===== src/rtl/axil_stream_bridge.sv =====
// AXI-lite slave that pushes DATA-register writes into a FIFO drained on a stream master port.
// Define AXIL_STREAM_BRIDGE_DROP_CNT_EN to build the saturating DROP counter register.
module axil_stream_bridge #(
    parameter int DATA_WIDTH = 32,
    parameter int DEPTH      = 8
) (
    input  logic                  aclk,
    input  logic                  aresetn,
    input  logic [31:0]           s_awaddr,
    input  logic                  s_awvalid,
    output logic                  s_awready,
    input  logic [DATA_WIDTH-1:0] s_wdata,
    input  logic                  s_wvalid,
    output logic                  s_wready,
    output logic                  s_bvalid,
    input  logic                  s_bready,
    output logic                  s_bresp,
    input  logic [31:0]           s_araddr,
    input  logic                  s_arvalid,
    output logic                  s_arready,
    output logic [DATA_WIDTH-1:0] s_rdata,
    output logic                  s_rvalid,
    input  logic                  s_rready,
    output logic [DATA_WIDTH-1:0] m_data,
    output logic                  m_valid,
    input  logic                  m_ready
);

    localparam int AW = $clog2(DEPTH);
    localparam int CW = AW + 1;

    localparam logic [1:0] ADDR_DATA   = 2'd0;
    localparam logic [1:0] ADDR_STATUS = 2'd1;
    localparam logic [1:0] ADDR_DROP   = 2'd2;

    typedef enum logic {W_IDLE, W_RESP} w_state_e;
    typedef enum logic {R_IDLE, R_DATA} r_state_e;

    w_state_e w_state_q, w_state_d;
    r_state_e r_state_q, r_state_d;
    logic     bresp_q, bresp_d;
    logic [DATA_WIDTH-1:0] rdata_q, rdata_d;
    logic [DATA_WIDTH-1:0] rd_val;

    logic [DATA_WIDTH-1:0] mem [DEPTH];
    logic [AW-1:0] wr_ptr_q, wr_ptr_d;
    logic [AW-1:0] rd_ptr_q, rd_ptr_d;
    logic [CW-1:0] count_q, count_d;

    logic wr_accept;
    logic wr_is_data;
    logic fifo_full;
    logic fifo_empty;
    logic push;
    logic pop;
    logic drop_evt;
    logic [15:0] drop_cnt;

    logic unused_addr_bits;
    assign unused_addr_bits = ^{s_awaddr[31:4], s_awaddr[1:0], s_araddr[31:4], s_araddr[1:0]};

    assign fifo_full  = (count_q == CW'(DEPTH));
    assign fifo_empty = (count_q == '0);
    assign wr_is_data = (s_awaddr[3:2] == ADDR_DATA);
    // Full is taken from the registered count, so a same-cycle pop cannot rescue a write.
    assign push       = wr_accept && wr_is_data && !fifo_full;
    assign drop_evt   = wr_accept && wr_is_data && fifo_full;
    assign pop        = m_valid && m_ready;

    // ---------------- write channel FSM ----------------
    always_comb begin
        // NOTE: every always_comb output gets a default first so no path can infer a latch.
        w_state_d = w_state_q;
        bresp_d   = bresp_q;
        wr_accept = 1'b0;
        unique case (w_state_q)
            W_IDLE: begin
                if (s_awvalid && s_wvalid) begin
                    wr_accept = 1'b1;
                    bresp_d   = wr_is_data && fifo_full;
                    w_state_d = W_RESP;
                end
            end
            W_RESP: begin
                if (s_bready) begin
                    w_state_d = W_IDLE;
                end
            end
            default: w_state_d = W_IDLE;
        endcase
    end

    assign s_awready = (w_state_q == W_IDLE);
    assign s_wready  = (w_state_q == W_IDLE);
    assign s_bvalid  = (w_state_q == W_RESP);
    assign s_bresp   = bresp_q;

    // ---------------- read channel FSM ----------------
    always_comb begin
        rd_val = '0;
        unique case (s_araddr[3:2])
            ADDR_STATUS: begin
                rd_val[0]    = fifo_empty;
                rd_val[1]    = fifo_full;
                rd_val[15:8] = 8'(count_q);
            end
            ADDR_DROP: rd_val[15:0] = drop_cnt;
            default:   rd_val = '0;
        endcase
    end

    always_comb begin
        r_state_d = r_state_q;
        rdata_d   = rdata_q;
        unique case (r_state_q)
            R_IDLE: begin
                if (s_arvalid) begin
                    rdata_d   = rd_val;
                    r_state_d = R_DATA;
                end
            end
            R_DATA: begin
                if (s_rready) begin
                    r_state_d = R_IDLE;
                end
            end
            default: r_state_d = R_IDLE;
        endcase
    end

    assign s_arready = (r_state_q == R_IDLE);
    assign s_rvalid  = (r_state_q == R_DATA);
    assign s_rdata   = rdata_q;

    // ---------------- FIFO ----------------
    always_comb begin
        wr_ptr_d = wr_ptr_q;
        rd_ptr_d = rd_ptr_q;
        count_d  = count_q;
        if (push) begin
            wr_ptr_d = wr_ptr_q + AW'(1);
        end
        if (pop) begin
            rd_ptr_d = rd_ptr_q + AW'(1);
        end
        if (push && !pop) begin
            count_d = count_q + CW'(1);
        end else if (pop && !push) begin
            count_d = count_q - CW'(1);
        end
    end

    // NOTE: the storage array has no reset; only pointers and count qualify its contents.
    always_ff @(posedge aclk) begin
        if (push) begin
            mem[wr_ptr_q] <= s_wdata;
        end
    end

    assign m_data  = mem[rd_ptr_q];
    assign m_valid = !fifo_empty;

`ifdef AXIL_STREAM_BRIDGE_DROP_CNT_EN
    logic        drop_clr;
    logic [15:0] drop_cnt_q, drop_cnt_d;

    assign drop_clr = wr_accept && (s_awaddr[3:2] == ADDR_DROP);

    always_comb begin
        drop_cnt_d = drop_cnt_q;
        if (drop_clr) begin
            drop_cnt_d = '0;
        end else if (drop_evt && drop_cnt_q != 16'hFFFF) begin
            drop_cnt_d = drop_cnt_q + 16'd1;
        end
    end

    always_ff @(posedge aclk or negedge aresetn) begin
        if (!aresetn) begin
            drop_cnt_q <= '0;
        end else begin
            drop_cnt_q <= drop_cnt_d;
        end
    end

    assign drop_cnt = drop_cnt_q;
`else
    logic unused_drop_evt;
    assign unused_drop_evt = drop_evt;
    assign drop_cnt        = '0;
`endif

    // NOTE: state registers use non-blocking assignments so every flop samples pre-edge values.
    always_ff @(posedge aclk or negedge aresetn) begin
        if (!aresetn) begin
            w_state_q <= W_IDLE;
            r_state_q <= R_IDLE;
            bresp_q   <= 1'b0;
            rdata_q   <= '0;
            wr_ptr_q  <= '0;
            rd_ptr_q  <= '0;
            count_q   <= '0;
        end else begin
            w_state_q <= w_state_d;
            r_state_q <= r_state_d;
            bresp_q   <= bresp_d;
            rdata_q   <= rdata_d;
            wr_ptr_q  <= wr_ptr_d;
            rd_ptr_q  <= rd_ptr_d;
            count_q   <= count_d;
        end
    end

endmodule


===== config.mk =====
export PLATFORM = sky130hd
export DESIGN_NAME = axil_stream_bridge
export DESIGN_NICKNAME = d
export VERILOG_FILES = /design/src/rtl/axil_stream_bridge.sv
export SDC_FILE = /design/constraint.sdc
export NUM_CORES = 1
export LEC_CHECK = 0
export CAP_MARGIN = 20
export CORE_MARGIN = 8
export CORE_UTILIZATION = 30
export DETAILED_ROUTE_END_ITERATION = 10
export PLACE_DENSITY = 0.46
export SKIP_CTS_REPAIR_TIMING = 1
export SLEW_MARGIN = 20
export SYNTH_ARGS = -nofsm -noshare
export SYNTH_HDL_FRONTEND = slang
export SYNTH_SLANG_ARGS = --single-unit

===== constraint.sdc =====
create_clock -name aclk -period 4.56 [get_ports aclk]
set_input_delay 0.912 -clock aclk [delete_from_list [all_inputs] [get_ports aclk]]
set_output_delay 0.912 -clock aclk [all_outputs]
set_load 0.01 [all_outputs]

Word-level counts from Yosys, hierarchy flattened
Memory sizes are Yosys's and may differ from the RTL's.
Index checks and enable logic that the tools add are counted.
{"block": "word_totals", "regBits": 23, "ram_bits": 256, "output_inout_bits": 71, "n_memories": 1}
{"block": "classes", "n_addsub": 4, "eq_ne": 2, "n_mux": 13, "n_bitwise": 2, "n_reduce_logical": 16}
{"name": "mem", "depth": 8, "word_bits": 32, "rd": 1, "rd_ports_with_merged_regs": 0, "wr": 1, "line_no": "45", "source": "logic [DATA_WIDTH-1:0] mem [DEPTH];"}
{"op": "4-bit 2-to-1 mux", "n": 3}
{"op": "1-bit logical AND", "n": 7}
{"op": "1-bit 2-to-1 mux", "n": 7}
{"op": "3-bit by 1-bit adder with 3-bit output (second input constant)", "n": 2}
{"op": "4-bit by 1-bit adder with 4-bit output (second input constant)", "n": 1}
{"op": "4-bit equality test (second input constant)", "n": 1}
{"op": "1-bit zero test", "n": 4}
{"op": "4-bit zero test", "n": 1}
{"op": "1-bit one-hot mux with 2 select lines", "n": 2}
{"op": "2-bit AND reduction", "n": 2}
{"op": "4-bit by 1-bit subtractor with 4-bit output (second input constant)", "n": 1}
{"op": "2-bit by 1-bit equality test with 1-bit output (second input constant)", "n": 1}
{"op": "2-bit zero test", "n": 1}
{"op": "2-bit 2-to-1 mux", "n": 1}
{"op": "1-bit NOT", "n": 2}
{"op": "2-bit nonzero test", "n": 1}

Logic depth before layout (Yosys ltp)
Gate-level depths: netlist of run 1.
{"block": "logic_depth", "depth_word": 9, "mapped_depth": 9, "depth_no_buf": 9}

Least setup slack after synthesis of run 1
Ideal clock, no wire load.
{"block": "synth_timing", "kind": "in2reg", "from": "input s_awaddr[3]", "to": "memory mem[0][0], enable pin", "setup_ps": 461, "arrival_ps": 3585, "required_ps": 4099, "slack_ps": 514, "cell_stages": 3, "n_path_buf": 0, "path_cell_list": "nor2_1 > nand4b_1 > nor3_1"}
{"block": "synth_via", "elab_chain_len": 5}
{"element": "start, declared", "line_no": "9", "source": "input logic [31:0] s_awaddr,"}
{"element": "2-bit zero test", "line_no": "64", "source": "assign wr_is_data = (s_awaddr[3:2] == ADDR_DATA);"}
{"element": "1-bit logical AND"}
{"element": "1-bit logical AND", "line_no": "66", "source": "assign push = wr_accept && wr_is_data && !fifo_full;"}
{"element": "1-bit 2-to-1 mux", "line_no": "155", "source": "if (push) begin"}
{"element": "1-bit 2-to-1 mux (implied by the code)", "line_no": "156", "source": "mem[wr_ptr_q] <= s_wdata;"}
{"element": "end, declared", "line_no": "45"}
Every way passes these cells.

Worst setup path after layout of run 1
{"block": "layout_timing", "from": "register rd_ptr_q[0]", "to": "output m_data[18]"}
{"block": "layout_via", "elab_chain_len": 1}
{"element": "start, declared", "line_no": "47", "source": "logic [AW-1:0] rd_ptr_q, rd_ptr_d;"}
{"element": "start signal, assigned", "line_no": "209", "source": "rd_ptr_q <= rd_ptr_d;"}
{"element": "memory read 8 x 32 bit"}
{"element": "end, declared", "line_no": "24", "source": "output logic [DATA_WIDTH-1:0] m_data,"}
Every way passes these cells.

==> reports/metrics.yaml, run 1 <==
routing:
  ant_nets: 0
  top_layer_used: "met5"
  route.detailed.drc: 0
  met1Wirelength_mm: 9.89
  drtPass1Iterations: 4
  wl_met2_mm: 11.7
  vias_per_cell: 4.60
  wirelength_mm: 23.2
  vias: 5001
  route.met3.wl_mm: 1.08
  drtIter0Drc: 203
  wire_per_inst_um: 21.3
logic_synthesis:
  syn-cell-area_um2: 10900
  syn_inst: 489
  ys_warn_count: 0
  avgSynthCellArea_um2: 22.3
  seq_area_frac_synth: 0.747
  ys_seq_elements: 275
  synth-edff-count: 256
  ys.flop_type: "edfxtp_1"
  synth.distinct_cells: 38
  async_reset_ff_frac: 0.0691
min_path:
  min-delay-start: "s_rdata[0]$_DFFE_PN0P_"
  whs_endpoint: "s_rdata[0]$_DFFE_PN0P_"
  hp-class: "reg2reg"
  whs_path_depth: 1
cts:
  cts_buffers: 28
  clk_path_buf_depth: 3
  cts.clk_slew.worst_paths_ns: 0.06
  h-tree-depth: 1
  insertion_delay_ns: 0.53
  cts.sinks: 275
  root_buffer: "clkbuf_16"
  cts_tree: "built"
grt:
  grt_util_all_layers: 0.108
  grt_max_degree: 67
  grt_pass1_vias: 5565
  grt_pass1_wl_mm: 34.4
  grt-ovfl-total: 0
  antenna_found_initial: 3
timing:
  period_share: 0.850
  fin_worst_skew_ns: 0.00873
  worst_pin_slew_ns: 1.10
  rsz0062_at_grt: "false"
  setup_tns_ns: 0
  max_freq_mhz: 258
  hold_viol_final: 0
  setup_violations: 0
  relSlewSlack: 0.266
  setup_ws_ns: 0.684
  min_period_ns: 3.88
  finalMaxSlewViolations: 0
layout:
  nNetsFinal: 707
  layout-drive-gt1-share: 0.228
  fillerInstances: 3349
  seqCellArea_um2: 8170
  finish.utilization: 0.365
  multi_input_area_um2: 2540
  area_growth_pct: 21.2
worst_setup_path:
  crit_path_end_kind: "output port"
  worst-setup-path-type: "reg2out"
  crit_slowest_cell: "mux4_1"
  crit_family: "buffers and inverters"
  critPathArrivalTime_ns: 2.96
  slowest_delay_ns: 0.62
  cp-start-kind: "register"
  crit_fanout: 19
  crit_chain: "buf_4 -> mux4_1 -> mux2_2 -> clkdlybuf4s50_1"
  reg2reg_depth: 9
  reg2reg_slack_ns: 1.64
  worst-path-buf-inv: 2
  required_ns: 3.65
  rr_startpoint: "count_q[0]$_DFFE_PN0P_"
  reg2reg_to: "count_q[3]$_DFFE_PN0P_"
flow_run:
  drv_cap: 0
placement:
  place_ws_ns: 1.06
  place.gp.congestion: 0.703
  port_buffers: 88
  hpwlAfterDp_mm: 12.9
die:
  core-area_um2: 36300
  die_y_um: 207
  die_x_um: 207
  fp.dieArea_um2: 42800
  num_rows: 70
  initial_utilization: 0.301
  ioPinCount: 175
power_and_ir_drop:
  irDropWorstVdd_mv: 0.319
  leakage_nw: 4.32
  powerDensity_nw_per_um2: 561
  totalPowerFinal_mw: 7.44
run_status:
  status: "completed"
[synthesized netlist by cell type, types with 3 or more instances]
master,instances,area [um2]
xnor2_1,6,52.6
clkbuf_1,8,30.0
nor3_1,4,20.0
mux4_1,25,657
nor2_1,8,30.0
nand3_1,3,15.0
buf_4,27,203
o21ai_0,3,15.0
buf_2,6,30.0
ha_1,5,62.6
nand2_1,4,15.0
mux4_2,39,878
edfxtp_1,256,7690
a22o_1,5,43.8
inv_1,5,18.8
mux2_2,33,372
nand2b_1,3,18.8
dfrtp_1,19,475
[worst max-delay path by stage]
stage                                        from                   end  cells past startpoint
after detailed placement              s_awaddr[3]  mem[7][21]$_DFFE_PP_                      5
after floorplan                       s_awaddr[3]   mem[0][0]$_DFFE_PP_                      3
after global routing      rd_ptr_q[0]$_DFFE_PN0P_            m_data[18]                      4
after global placement                s_awaddr[3]  mem[7][21]$_DFFE_PP_                      5
after CTS                 rd_ptr_q[0]$_DFFE_PN0P_            m_data[18]                      4
final                     rd_ptr_q[0]$_DFFE_PN0P_            m_data[18]                      4
[where the power goes]
| group | switching, mW | internal (mW) | total (mW) |
|---|---|---|---|
| registers | 0.322 | 2.85 | 3.17 |
| logic | 0.737 | 1.21 | 1.95 |
| clock network | 0.932 | 1.39 | 2.32 |
| total | 1.99 | 5.45 | 7.44 |
[area by class of cell]
class	instances	share of cell area
clock buffers	32	0.0556
well taps	468	0.0442
multi-input cells	187	0.192
flip-flops and latches	275	0.617
clock inverters	20	0.0159
repair buffers	100	0.0742
diodes	1	0.000189
inverters	5	0.00142
[layout by cell type (no fill, tap or decap), drive strengths merged, types with 3 or more instances in the layout]
cell           instances
nand3                  4
clkdlybuf4s50         88
nand2                  4
clkinv                13
mux4                  64
inv                    6
conb                  26
bufinv                 4
nor3                   4
ha                     5
edfxtp               256
mux2                  35
clkbuf                32
xnor2                  6
a22o                   5
nor2                   8
buf                   12
dfrtp                 19
nand2b                 3
o21ai                  3
[per-layer routing]
metal | up-vias | track usage
met4 | 4 | 0.0316
li1 | 2214 | -
met3 | 47 | 0.0239
met1 | 2632 | 0.134
met5 | - | 0
met2 | 104 | 0.186
[sequential cells by signal (all words and copies together) (netlist names)]
signal	flops
count_q	4
mem	256
rd_ptr_q	3
s_bresp	1
s_bvalid	1
s_rdata	6
s_rvalid	1
wr_ptr_q	3
[metrics by stage]
| step | hold slack, ns | cell area [um2] | std cells |
|---|---|---|---|
| final | 0.498 | 13200 | 1088 |
| after global routing | 0.526 | 13200 | 1087 |
| after CTS | 0.502 | 13200 | 1087 |
| after detailed placement | 0.485 | 12300 | 1035 |
| after global placement | 0.486 | 12300 | 1035 |
| after floorplan | 0.484 | 11000 | 514 |
[kinds of logic (layout without fill, tap and decap cells)]
kind of cell / after synthesis / in the layout / share of synthesized area
other cells: 1 / 27 / 0.000343
simple gates: 34 / 34 / 0.0181
mux: 100 / 100 / 0.177
compound gates: 15 / 15 / 0.0105
buf+inv: 52 / 157 / 0.0342
fa+ha+maj: 6 / 6 / 0.00756
flops: 275 / 275 / 0.747
xor+xnor: 6 / 6 / 0.00481
(Power assumes the default switching activity.)
==> inputs of run 2 (changes only) <==
- SLEW_MARGIN: 20 -> 10
==> results of run 2 <==
No change in the layout: final DEF, timing and power equal those of run 1.
==> inputs of run 3 (changes only) <==
- CORE_MARGIN: 8 -> 2
==> run 3 against run 2 <==
Net effect: clock skew up 0.013 ns; global-route usage up 1.0 points; setup slack worse by 0.17 ns; final area up 0.65%; clock power about the same; die area down 11%; critical endpoint is now m_data[1]; largest power group unchanged; highest routed layer is now met4.
==> reports/metrics.yaml, run 3 (synthesized netlist as in run 1, its figures left out) <==
run_status:
  status: "completed"  # unchanged
timing:
  min_period_ns: 4.05  # was 3.88 ns
  hold_viol_final: 0  # unchanged
  worst_pin_slew_ns: 0.921  # was 1.10 ns
  setup_tns_ns: 0  # unchanged
  max_freq_mhz: 247  # was 258 MHz
  setup_violations: 0  # unchanged
  period_share: 0.888  # was 0.850
  fin_worst_skew_ns: 0.0220  # was 0.00873 ns
  finalMaxSlewViolations: 0  # unchanged
  rsz0062_at_grt: "false"  # unchanged
  relSlewSlack: 0.384  # was 0.266
die:
  num_rows: 69  # was 70
  ioPinCount: 175  # unchanged
  fp.dieArea_um2: 38000  # was 42,800 um2
  core-area_um2: 35700  # was 36,300 um2
  die_x_um: 195  # was 207 um
  initial_utilization: 0.306  # was 0.301
  die_y_um: 195  # was 207 um
routing:
  vias: 5030  # was 5,001
  met1Wirelength_mm: 9.98  # was 9.89 mm
  route.met3.wl_um: 894  # was 1.08 mm
  route.detailed.drc: 0  # unchanged
  ant_nets: 0  # unchanged
  drtPass1Iterations: 6  # was 4
  wire_per_inst_um: 20.5  # was 21.3 um
  drtIter0Drc: 241  # was 203
  vias_per_cell: 4.61  # was 4.60
  wl_met2_mm: 11.2  # was 11.7 mm
  wirelength_mm: 22.4  # was 23.2 mm
  top_layer_used: "met4"  # was met5
cts:
  root_buffer: "clkbuf_16"  # unchanged
  h-tree-depth: 1  # unchanged
  cts_tree: "built"  # unchanged
  cts.sinks: 275  # unchanged
  cts_buffers: 30  # was 28
  cts.clk_slew.worst_paths_ns: 0.06  # about the same
  clk_path_buf_depth: 3  # unchanged
  insertion_delay_ns: 0.55  # was 0.53 ns
layout:
  nNetsFinal: 716  # was 707
  diodes: 0  # was 1
  largest_reg_flops: 256  # unchanged
  layout-drive-gt1-share: 0.235  # was 0.228
  final_common_cell: "edfxtp_1"  # unchanged
  area_growth_pct: 22.0  # was 21.2%
  regMostFlops: "mem"  # unchanged
  mostFrequentLayoutCells: "edfxtp_1, clkdlybuf4s50_1, mux4_2, mux2_2, clkbuf_16"  # unchanged
  finish.utilization: 0.373  # was 0.365
worst_setup_path:
  cp-start-kind: "register"  # unchanged
  reg2reg_depth: 9  # unchanged
  worst-setup-path-type: "reg2out"  # unchanged
  crit_fanout: 29  # was 19
  critPathArrivalTime_ns: 3.14  # was 2.96 ns
  slowest_delay_ns: 0.83  # was 0.62 ns
  crit_chain: "buf_4 -> mux4_1 -> mux2_2 -> clkdlybuf4s50_1"  # unchanged
  crit_path_end_kind: "output port"  # unchanged
  crit_slowest_cell: "dfrtp_4"  # was mux4_1
  required_ns: 3.65  # about the same
power_and_ir_drop:
  leakage_nw: 4.36  # was 4.32 nW
  irDropWorstVdd_mv: 0.296  # was 0.319 mV
  powerDensity_nw_per_um2: 557  # was 561 nW/um2
grt:
  grt_pass1_vias: 5394  # was 5,565
  grt_pass1_wl_mm: 33.6  # was 34.4 mm
  grt-ovfl-total: 0  # unchanged
  grt_max_degree: 37  # was 67
  antenna_found_initial: 0  # was 3
  grt_util_all_layers: 0.118  # was 0.108
min_path:
  whs_path_depth: 1  # unchanged
  hp-class: "reg2reg"  # unchanged
placement:
  port_buffers: 88  # unchanged
  place.gp.congestion: 0.714  # was 0.703
  hpwlAfterDp_mm: 13.1  # was 12.9 mm
flow_run:
  drv_cap: 0  # unchanged
run 3: power by group:
group / internal, mW / switching, mW / leakage, nW
sequential: 2.85 / 0.253 / 2.54
clock: 1.36 / 0.949 / 0.455
combinational: 1.23 / 0.800 / 1.36
run 3: cell type report:
class,instances,area (um2)
tap,461,577
timing repair buffer,107,1070
sequential,275,8170
clock buffer,38,802
multi-input combinational,187,2540
clock inverter,18,155
inverter,5,18.8
fill,3278,22400
run 3: through the flow:
step / setup slack, ns / hold slack [ns] / total power, mW / cells / cell area [um2]
floorplan: 0.514 / 0.484 / 4.39 / 514 / 11000
global placement: 0.991 / 0.496 / 5.22 / 1035 / 12400
detailed placement: 0.934 / 0.493 / 5.24 / 1035 / 12400
CTS: 0.403 / 0.522 / 7.58 / 1091 / 13300
global route: 0.332 / 0.551 / 7.79 / 1091 / 13300
finish: 0.512 / 0.519 / 7.43 / 1091 / 13300
run 3: worst max-delay path, delay by kind of cell, from the launching register on:
family | cells | cell delay, ns
muxes | 2 | 0.86
DFF | 1 | 0.83
buffers and inverters | 2 | 0.88
run 3: final timing paths:
path / from / end / slack [ns]
setup / recovery: rd_ptr_q[0]$_DFFE_PN0P_ / m_data[1] / 0.51
hold / removal: s_rdata[10]$_DFFE_PN0P_ / s_rdata[10]$_DFFE_PN0P_ / 0.52
setup reg to reg: count_q[0]$_DFFE_PN0P_ / count_q[3]$_DFFE_PN0P_ / 1.57
hold reg to reg: s_rdata[10]$_DFFE_PN0P_ / s_rdata[10]$_DFFE_PN0P_ / 0.52
max in group asynchronous: aresetn / rd_ptr_q[0]$_DFFE_PN0P_ / 3.01
min in group asynchronous: aresetn / s_rvalid$_DFF_PN0_ / 0.88
run 3: metal layers:
metal | up-vias | GRT usage
met1 | 2649 | 0.153
met3 | 23 | 0.0246
li1 | 2244 | -
met4 | 0 | 0.0237
met2 | 114 | 0.207
met5 | - | 0
